## src/rtl/rsa_pkg.sv

```systemverilog
`default_nettype none
// ---------------------------------------------------------------------------
// rsa_pkg
//   Shared types and constants for the RSA message sequencer slice.
//   Rev 1.0 - initial release
// ---------------------------------------------------------------------------
package rsa_pkg;

   // Default plaintext/ciphertext width of the encryption stage
   localparam int K_DEF        = 8;
   // Shortest enable-low gap that lets the encryption stage re-initialise
   localparam int GAP_MIN      = 4;
   // Default number of RUN cycles before declaring a timeout
   localparam int MAX_WAIT_DEF = 4096;

   typedef enum logic [2:0] {
      IDLE    = 3'd0,
      RUN     = 3'd1,
      EMIT    = 3'd2,
      RECOVER = 3'd3,
      DONE    = 3'd4,
      ERR     = 3'd5
   } seq_state_t;

endpackage
`default_nettype wire

```

## src/rtl/rsa_msg_sequencer_if.sv

```systemverilog
`default_nettype none
// ---------------------------------------------------------------------------
// rsa_msg_sequencer_if
//   Encryption-stage handshake plus downstream ciphertext stream.
//   master = sequencer side, slave = encryption stage / downstream side.
//   Rev 1.0 - initial release
// ---------------------------------------------------------------------------
interface rsa_msg_sequencer_if
   import rsa_pkg::*;
#(
   parameter int K  = K_DEF,
   parameter int AW = 4
) ();

   logic          enc_en;
   logic [K-1:0]  enc_a;
   logic          enc_ready;
   logic [K-1:0]  enc_cipher;
   logic          out_valid;
   logic [K-1:0]  out_data;
   logic [AW-1:0] out_idx;
   logic          out_ready;

   modport master (
      output enc_en, enc_a, out_valid, out_data, out_idx,
      input  enc_ready, enc_cipher, out_ready
   );

   modport slave (
      input  enc_en, enc_a, out_valid, out_data, out_idx,
      output enc_ready, enc_cipher, out_ready
   );

endinterface
`default_nettype wire

```

## src/rtl/rsa_msg_ram.sv

```systemverilog
`default_nettype none
// ---------------------------------------------------------------------------
// rsa_msg_ram
//   DEPTH x K message buffer: synchronous write, combinational read.
//   Contents are deliberately not reset.
//   Rev 1.0 - initial release
// ---------------------------------------------------------------------------
module rsa_msg_ram
   import rsa_pkg::*;
#(
   parameter int K     = K_DEF,
   parameter int DEPTH = 16,
   parameter int AW    = 4
) (
   input  logic          clk,
   input  logic          we,
   input  logic [AW-1:0] waddr,
   input  logic [K-1:0]  wdata,
   input  logic [AW-1:0] raddr,
   output logic [K-1:0]  rdata
);

   logic [K-1:0] mem [DEPTH];

   // Write port: one byte per strobe
   always_ff @(posedge clk) begin
      if (we) begin
         mem[waddr] <= wdata;
      end
   end

   assign rdata = mem[raddr];

endmodule
`default_nettype wire

```

## src/rtl/rsa_msg_sequencer.sv

```systemverilog
`default_nettype none
// ---------------------------------------------------------------------------
// rsa_msg_sequencer
//   Feeds a buffered plaintext message byte by byte into the modular
//   exponentiation stage, forces an enable-low recovery gap between bytes
//   and streams each ciphertext downstream over valid/ready.
//   Rev 1.0 - initial release
// ---------------------------------------------------------------------------
module rsa_msg_sequencer
   import rsa_pkg::*;
#(
   parameter int K        = K_DEF,
   parameter int DEPTH    = 16,
   parameter int AW       = 4,
   parameter int GAP      = GAP_MIN,
   parameter int MAX_WAIT = MAX_WAIT_DEF,
   parameter int WW       = 13
) (
   input  logic                clk,
   input  logic                rst_n,
   input  logic                load_we,
   input  logic [AW-1:0]       load_addr,
   input  logic [K-1:0]        load_data,
   input  logic [AW:0]         msg_len,
   input  logic                start,
   output logic                busy,
   output logic                done,
   output logic                err_timeout,
   rsa_msg_sequencer_if.master bus
);

   localparam int            GW        = (GAP > 1) ? $clog2(GAP) : 1;
   localparam logic [AW:0]   DEPTH_L   = (AW+1)'(DEPTH);
   localparam logic [WW-1:0] WAIT_LAST = WW'(MAX_WAIT - 1);
   localparam logic [GW-1:0] GAP_LAST  = GW'(GAP - 1);

   seq_state_t    state, state_n;
   logic [AW-1:0] idx, idx_n;
   logic [AW:0]   len, len_n, len_clamp;
   logic [WW-1:0] wait_cnt, wait_n;
   logic [GW-1:0] gap_cnt, gap_n;
   logic          busy_n, done_n, err_n, valid_n;
   logic [K-1:0]  data_n;
   logic [AW-1:0] oidx_n;
   logic [K-1:0]  rd_data;
   logic          write_en;

   // The buffer is frozen while a message is in flight
   assign write_en  = load_we & ~busy;
   assign len_clamp = (msg_len > DEPTH_L) ? DEPTH_L : msg_len;

   // Read address follows the next index so enc_a is loaded on RUN entry
   rsa_msg_ram #(
      .K     (K),
      .DEPTH (DEPTH),
      .AW    (AW)
   ) u_ram (
      .clk   (clk),
      .we    (write_en),
      .waddr (load_addr),
      .wdata (load_data),
      .raddr (idx_n),
      .rdata (rd_data)
   );

   // Next-state and next-output decode
   always_comb begin
      state_n = state;
      idx_n   = idx;
      len_n   = len;
      wait_n  = wait_cnt;
      gap_n   = gap_cnt;
      busy_n  = busy;
      done_n  = 1'b0;
      err_n   = err_timeout;
      valid_n = bus.out_valid;
      data_n  = bus.out_data;
      oidx_n  = bus.out_idx;
      case (state)
         IDLE: begin
            if (start) begin
               len_n   = len_clamp;
               err_n   = 1'b0;
               idx_n   = '0;
               wait_n  = '0;
               busy_n  = 1'b1;
               state_n = (len_clamp == '0) ? DONE : RUN;
            end
         end
         RUN: begin
            wait_n = wait_cnt + 1'b1;
            // Ready takes priority over a coincident timeout
            if (bus.enc_ready) begin
               data_n  = bus.enc_cipher;
               oidx_n  = idx;
               valid_n = 1'b1;
               state_n = EMIT;
            end else if (wait_cnt == WAIT_LAST) begin
               err_n   = 1'b1;
               busy_n  = 1'b0;
               state_n = ERR;
            end
         end
         EMIT: begin
            if (bus.out_ready) begin
               valid_n = 1'b0;
               if ({1'b0, idx} == (len - 1'b1)) begin
                  busy_n  = 1'b0;
                  state_n = DONE;
               end else begin
                  idx_n   = idx + 1'b1;
                  gap_n   = '0;
                  state_n = RECOVER;
               end
            end
         end
         RECOVER: begin
            if (gap_cnt == GAP_LAST) begin
               wait_n  = '0;
               state_n = RUN;
            end else begin
               gap_n = gap_cnt + 1'b1;
            end
         end
         DONE: begin
            done_n  = 1'b1;
            busy_n  = 1'b0;
            state_n = IDLE;
         end
         ERR: begin
            busy_n  = 1'b0;
            state_n = IDLE;
         end
         default: begin
            state_n = IDLE;
         end
      endcase
   end

   // State and registered outputs; reset aborts any message immediately
   always_ff @(posedge clk or negedge rst_n) begin
      if (!rst_n) begin
         state         <= IDLE;
         idx           <= '0;
         len           <= '0;
         wait_cnt      <= '0;
         gap_cnt       <= '0;
         busy          <= 1'b0;
         done          <= 1'b0;
         err_timeout   <= 1'b0;
         bus.enc_en    <= 1'b0;
         bus.enc_a     <= '0;
         bus.out_valid <= 1'b0;
         bus.out_data  <= '0;
         bus.out_idx   <= '0;
      end else begin
         state         <= state_n;
         idx           <= idx_n;
         len           <= len_n;
         wait_cnt      <= wait_n;
         gap_cnt       <= gap_n;
         busy          <= busy_n;
         done          <= done_n;
         err_timeout   <= err_n;
         bus.enc_en    <= (state_n == RUN);
         if (state_n == RUN) begin
            bus.enc_a <= rd_data;
         end
         bus.out_valid <= valid_n;
         bus.out_data  <= data_n;
         bus.out_idx   <= oidx_n;
      end
   end

endmodule
`default_nettype wire

```

## src/flat_wrapper.sv

```systemverilog
// flat-port wrapper written by rule: the top's interface ports become plain ports
module rsa_msg_sequencer_flat import rsa_pkg::*;
#(
   parameter int K        = K_DEF,
   parameter int DEPTH    = 16,
   parameter int AW       = 4,
   parameter int GAP      = GAP_MIN,
   parameter int MAX_WAIT = MAX_WAIT_DEF,
   parameter int WW       = 13
)
  (clk, rst_n, load_we, load_addr, load_data, msg_len, start, busy, done, err_timeout, bus_enc_en, bus_enc_a, bus_out_valid, bus_out_data, bus_out_idx, bus_enc_ready, bus_enc_cipher, bus_out_ready);
  rsa_msg_sequencer_if #(.K(K), .AW(AW)) bus_i ();
  input  logic clk;
  input  logic rst_n;
  input  logic load_we;
  input  logic [AW-1:0] load_addr;
  input  logic [K-1:0] load_data;
  input  logic [AW:0] msg_len;
  input  logic start;
  output logic busy;
  output logic done;
  output logic err_timeout;
  output wire logic [$bits(bus_i.enc_en)-1:0] bus_enc_en;
  output wire logic [$bits(bus_i.enc_a)-1:0] bus_enc_a;
  output wire logic [$bits(bus_i.out_valid)-1:0] bus_out_valid;
  output wire logic [$bits(bus_i.out_data)-1:0] bus_out_data;
  output wire logic [$bits(bus_i.out_idx)-1:0] bus_out_idx;
  input wire logic [$bits(bus_i.enc_ready)-1:0] bus_enc_ready;
  input wire logic [$bits(bus_i.enc_cipher)-1:0] bus_enc_cipher;
  input wire logic [$bits(bus_i.out_ready)-1:0] bus_out_ready;
  assign bus_enc_en = bus_i.enc_en;
  assign bus_enc_a = bus_i.enc_a;
  assign bus_out_valid = bus_i.out_valid;
  assign bus_out_data = bus_i.out_data;
  assign bus_out_idx = bus_i.out_idx;
  assign bus_i.enc_ready = bus_enc_ready;
  assign bus_i.enc_cipher = bus_enc_cipher;
  assign bus_i.out_ready = bus_out_ready;
  rsa_msg_sequencer #(.K(K), .DEPTH(DEPTH), .AW(AW), .GAP(GAP), .MAX_WAIT(MAX_WAIT), .WW(WW)) u_core (.clk(clk), .rst_n(rst_n), .load_we(load_we), .load_addr(load_addr), .load_data(load_data), .msg_len(msg_len), .start(start), .busy(busy), .done(done), .err_timeout(err_timeout), .bus(bus_i));
endmodule
```

## config.mk

```make
export PLATFORM = sky130hd
export DESIGN_NAME = rsa_msg_sequencer_flat
export DESIGN_NICKNAME = d
export VERILOG_FILES = /design/src/rtl/rsa_pkg.sv /design/src/rtl/rsa_msg_sequencer_if.sv /design/src/rtl/rsa_msg_ram.sv /design/src/rtl/rsa_msg_sequencer.sv /design/src/flat_wrapper.sv
export SDC_FILE = /design/constraint.sdc
export NUM_CORES = 1
export LEC_CHECK = 0
export CORE_UTILIZATION = 28
export CTS_CLUSTER_SIZE = 30
export DETAILED_ROUTE_END_ITERATION = 12
export SYNTH_ARGS = -nofsm -noshare
export SYNTH_HDL_FRONTEND = slang
export SYNTH_HIERARCHICAL = 1
export SYNTH_SLANG_ARGS = --single-unit
```

## constraint.sdc

```tcl
create_clock -name clk -period 3.7 [get_ports clk]
set_input_delay 0.74 -clock clk [delete_from_list [all_inputs] [get_ports clk]]
set_output_delay 0.74 -clock clk [all_outputs]
set_load 0.02 [all_outputs]
```

==> impl_table.tex <==
\begin{tabular}{lr}
\hline
Metric & Value \\
\hline
\multicolumn{2}{l}{\textbf{Worst setup path}} \\
\quad Critical path capture point & u\_core/bus.enc\_a[4] \\
\quad Crit-path cells & inv\_1 -> ha\_2 -> nor4bb\_4 -> a22oi\_1 -> a2111o\_1 -> nor2b\_1 -> mux2i\_4 -> buf\_12 -> clkbuf\_16 -> mux4\_1 -> a22oi\_2 -> nand2\_1 -> mux2\_4 \\
\quad CP Data Arrival Time & between 3000 and 4000 ps \\
\quad Launch point of the worst reg-to-reg path & u\_core/len[0] \\
\quad Critical Path End Type & register \\
\quad Register-to-register setup slack & approximately 160 ps \\
\quad Reg-to-Reg End & u\_core/bus.enc\_a[4] \\
\quad Critical path origin & u\_core/len[0] \\
\quad Delay contributed by the slowest stage of the critical path & roughly 600 ps \\
\quad Crit-path max FO & 9 \\
\quad Worst setup path category & reg2reg \\
\quad Crit path max-delay cell type & mux4\_1 \\
\quad Reg2reg path depth & 13 \\
\quad CP required & slightly above 4000 ps \\
\quad Type of origin of the critical path & register \\
\multicolumn{2}{l}{\textbf{Layout}} \\
\quad Final cell utilization of the core & 0.361 \\
\quad Ant. Diodes & 0 \\
\quad Filler-free cell count of the finished design & 899 \\
\quad FILL cells & roughly 2.4k \\
\quad Multi-input combinational cell area & $\sim$2300 µm² \\
\quad Area grow syn2layout & 26.0\% \\
\quad Final \#Nets & approximately 590 \\
\quad Area used by sequential logic in the layout & a little over 5000 µm² \\
\quad Layout cell share with drive strength beyond 1 & 0.230 \\
\multicolumn{2}{l}{\textbf{Route}} \\
\quad Via-to-Cell Ratio & $\sim$4.8 \\
\quad Antenna-violating nets left & 0 \\
\quad Total iterations of the first detailed-routing run & 8 \\
\quad Wire length after detailed routing & 16800 µm \\
\quad Iteration-0 DRC count of the detailed router & $\sim$340 \\
\quad Via total after detailed routing & $\sim$4.3k \\
\quad Wire length per cell after detailed routing & $\sim$19 µm \\
\quad DRC errors left & 5 \\
\multicolumn{2}{l}{\textbf{CTS}} \\
\quad Buffer depth of the longest clock path & 2 \\
\quad Clock sinks & 180 \\
\quad Clock-pin slew of the registers on the worst-case setup and hold paths & roughly 70 ps \\
\quad H-tree level count & 4 \\
\quad Worst skew pair latency & 450 ps \\
\quad Clock Root Buffer & clkbuf\_16 \\
\quad TritonCTS buffer count & 17 \\
\quad Clock tree from TritonCTS & done \\
\quad Number of hold-repair buffers added at the cts stage & 0 \\
\multicolumn{2}{l}{\textbf{GRT}} \\
\quad Met1 track demand over resource in global routing & 0.158 \\
\quad GR Util All Layers & 0.124 \\
\quad Met3 usage & 0.0255 \\
\quad Maximum number of pins on one net before global-route repair & 53 \\
\quad Initial antenna violation count & 0 \\
\quad Total congestion overflow & 0 \\
\quad First-pass GRT wire length & 25700 µm \\
\quad GR Layer Usage met2 & 0.207 \\
\quad Most utilized layer in the global route result & met2 \\
\quad Number of global-route vias before repair & $\sim$4.5k \\
\multicolumn{2}{l}{\textbf{Logic synthesis}} \\
\quad Area share of the largest cell type after synthesis & 0.512 \\
\quad Number of synthesized register bits & 180 \\
\quad Area of the mapped netlist & approximately 7500 µm² \\
\quad Average footprint of a synthesized cell & $\sim$17 µm² \\
\quad Net Count, Synth & roughly 490 \\
\quad Number of enable-type register cells in the synthesized netlist & 128 \\
\quad Post-synth top flop & edfxtp\_1 \\
\quad Synth unique cells & 54 \\
\quad Synthesized instance count & 450 \\
\quad Yosys warns & 6 \\
\quad Seq/Total Area, Yosys & 0.685 \\
\quad Share of flip-flops with an asynchronous set or reset after synthesis & 0.289 \\
\quad Cells taking the most area after synthesis & edfxtp\_1 51\%, dfrtp\_1 17\%, mux4\_2 5.4\%, mux4\_1 4.9\%, a22oi\_1 1.8\% \\
\quad Cell type with the largest total area after synthesis & edfxtp\_1 \\
\multicolumn{2}{l}{\textbf{Timing}} \\
\quad Final Hold Fails & 0 \\
\quad Number of setup violations in the final report & 0 \\
\quad Final min period & $\sim$3500 ps \\
\quad Final number of max-transition violations & 0 \\
\quad Layout Skew & 17.2 ps \\
\quad Final worst-path setup slack & 158 ps \\
\quad Slew at the pin with the worst max-slew slack & about 860 ps \\
\quad Timing-limited maximum frequency & approximately 280 MHz \\
\quad Share of the cycle needed by the critical path after routing & 0.957 \\
\quad Min Hold Slack & $\sim$430 ps \\
\quad Tightest slew margin relative to the limit & 0.421 \\
\quad Setup repair after global routing missed its margin & no \\
\multicolumn{2}{l}{\textbf{Outcome}} \\
\quad Violations in the final reports & design-rule violations \\
\quad Result of the run & finished, violations left \\
\multicolumn{2}{l}{\textbf{Floorplanning}} \\
\quad Row count & 59 \\
\quad Initial cell density of the core & 0.287 \\
\quad Area of the die & around 27000 µm² \\
\quad Chip Width & around 170 µm \\
\quad Number of placed I/O pins & between 50 and 60 \\
\quad Vertical extent of the die & 166 µm \\
\quad Core area & 26200 µm² \\
\multicolumn{2}{l}{\textbf{Place}} \\
\quad Gp weighted congestion & 0.828 \\
\quad Total placed cells including tap cells & around 850 \\
\quad HPWL reported at the end of detailed placement & 11000 µm \\
\quad Post-placement worst setup slack & -26.6 ps \\
\quad Buffers on Ports & 55 \\
\multicolumn{2}{l}{\textbf{Power}} \\
\quad Peak VDD IR & a little over 0.3 mV \\
\quad Total leakage power & $\sim$0.0034 µW \\
\quad Power density relative to cell area & 756 nW/µm² \\
\multicolumn{2}{l}{\textbf{Min path}} \\
\quad Path type of the worst min-delay path & in2async \\
\multicolumn{2}{l}{\textbf{Run}} \\
\quad Max-cap violations & 0 \\
\hline
\end{tabular}
## worst max-delay path, delay by kind of cell, from the launching register on
family | cells | cell delay (ps)
mux | 3 | 1040
simple gates | 3 | 560
compound gates | 3 | 800
flops | 1 | 410
buf+inv | 3 | 400
fa+ha+maj | 1 | 210
## cells in the final DEF (no fill, tap or decap), types with 5 or more instances in the layout
| cell | Yosys | final |
|---|---|---|
| buf_4 | 3 | 37 |
| nand3b_1 | 5 | 5 |
| xor2_1 | 5 | 5 |
| mux4_1 | 14 | 14 |
| clkinv_8 | 0 | 6 |
| nor3_1 | 7 | 7 |
| clkdlybuf4s50_1 | 0 | 54 |
| nand2_1 | 33 | 33 |
| xnor2_1 | 8 | 8 |
| mux4_2 | 18 | 18 |
| edfxtp_1 | 128 | 128 |
| o21ai_0 | 11 | 11 |
| nand3_1 | 5 | 5 |
| inv_1 | 6 | 6 |
| mux2_4 | 8 | 8 |
| nor2_1 | 32 | 32 |
| a22oi_1 | 18 | 14 |
| nand4_1 | 8 | 8 |
| dfrtp_1 | 52 | 52 |
| clkbuf_16 | 0 | 19 |
| nand2b_1 | 6 | 6 |
| mux2_2 | 12 | 12 |
## cell type report
type,count,share of cell area
flip-flops and latches,180,0.544
multi-input cells,247,0.241
repair buffers,99,0.101
clock buffers,17,0.0449
well taps,335,0.0443
clock inverters,15,0.0226
inverters,6,0.00238
## metal layers
metal	routed length, µm	up-vias
li1	-	1966
met1	7350	2192
met3	721	20
met4	239	0
met5	0	-
met2	8500	115
## what timing repair did
action / 4_1_cts / 5_1_grt
setup endpoints to repair: 0 / 8
setup buffers: 0 / 14
resized for setup: 0 / 10
## flip-flops by register name (all words and copies together), names as in the netlist
signal / cells
u_core/u_ram/mem: 128
u_core/wait_cnt: 13
u_core/bus.enc_a: 8
u_core/bus.out_data: 8
u_core/len: 5
u_core/bus.out_idx: 4
u_core/idx: 4
u_core/state: 3
u_core/gap_cnt: 2
u_core/bus.enc_en: 1
u_core/bus.out_valid: 1
u_core/busy: 1
u_core/done: 1
u_core/err_timeout: 1
## stage by stage
stage          cell area (µm²)  power, µW  setup TNS [ps]
3_3_place_gp              8610       4950           -7.13
4_1_cts                   9250       6900               0
6_report                  9470       7150               0
5_1_grt                   9470       7490               0
3_5_place_dp              8610       5000           -26.6
2_1_floorplan             7510       4160               0
## where the power goes
part	switching [µW]	total, µW	internal (µW)
Combinational	1240	2660	1420
Sequential	221	2600	2380
Clock	943	1890	945
## synth_stat cells (all sizes together), types with 5 or more instances
cell type  instances
buf               13
nand2b             6
nand4              8
mux2              20
nand2             33
o21ai             14
nor2              33
edfxtp           128
nor3               9
a22oi             18
mux4              32
nand3b             5
inv                6
xnor2              8
xor2               5
dfrtp             52
nand3              5
## cells by family (layout without fill, tap and decap cells)
logic type | count (synthesis) | count (layout) | synth area share
AND/OR/NAND/NOR | 125 | 125 | 0.0878
XOR/XNOR | 13 | 13 | 0.0152
flip-flops | 180 | 180 | 0.685
AO/OA/AOI/OAI | 51 | 51 | 0.0460
buffers and inverters | 23 | 137 | 0.0197
adder cells (fa/ha/maj) | 4 | 4 | 0.00666
multiplexers | 54 | 54 | 0.140
## how the worst min path moves through the flow
stage | end | slack (ps) | cells after the start
2_1_floorplan | u_core/bus.enc_a[0] | 440 | 0
3_3_place_gp | u_core/err_timeout | 470 | 1
3_5_place_dp | u_core/err_timeout | 480 | 1
4_1_cts | u_core/bus.enc_a[7] | 440 | 2
5_1_grt | u_core/bus.enc_en | 480 | 2
6_report | u_core/bus.enc_en | 430 | 2
Power figures use the tool's default switching activity.
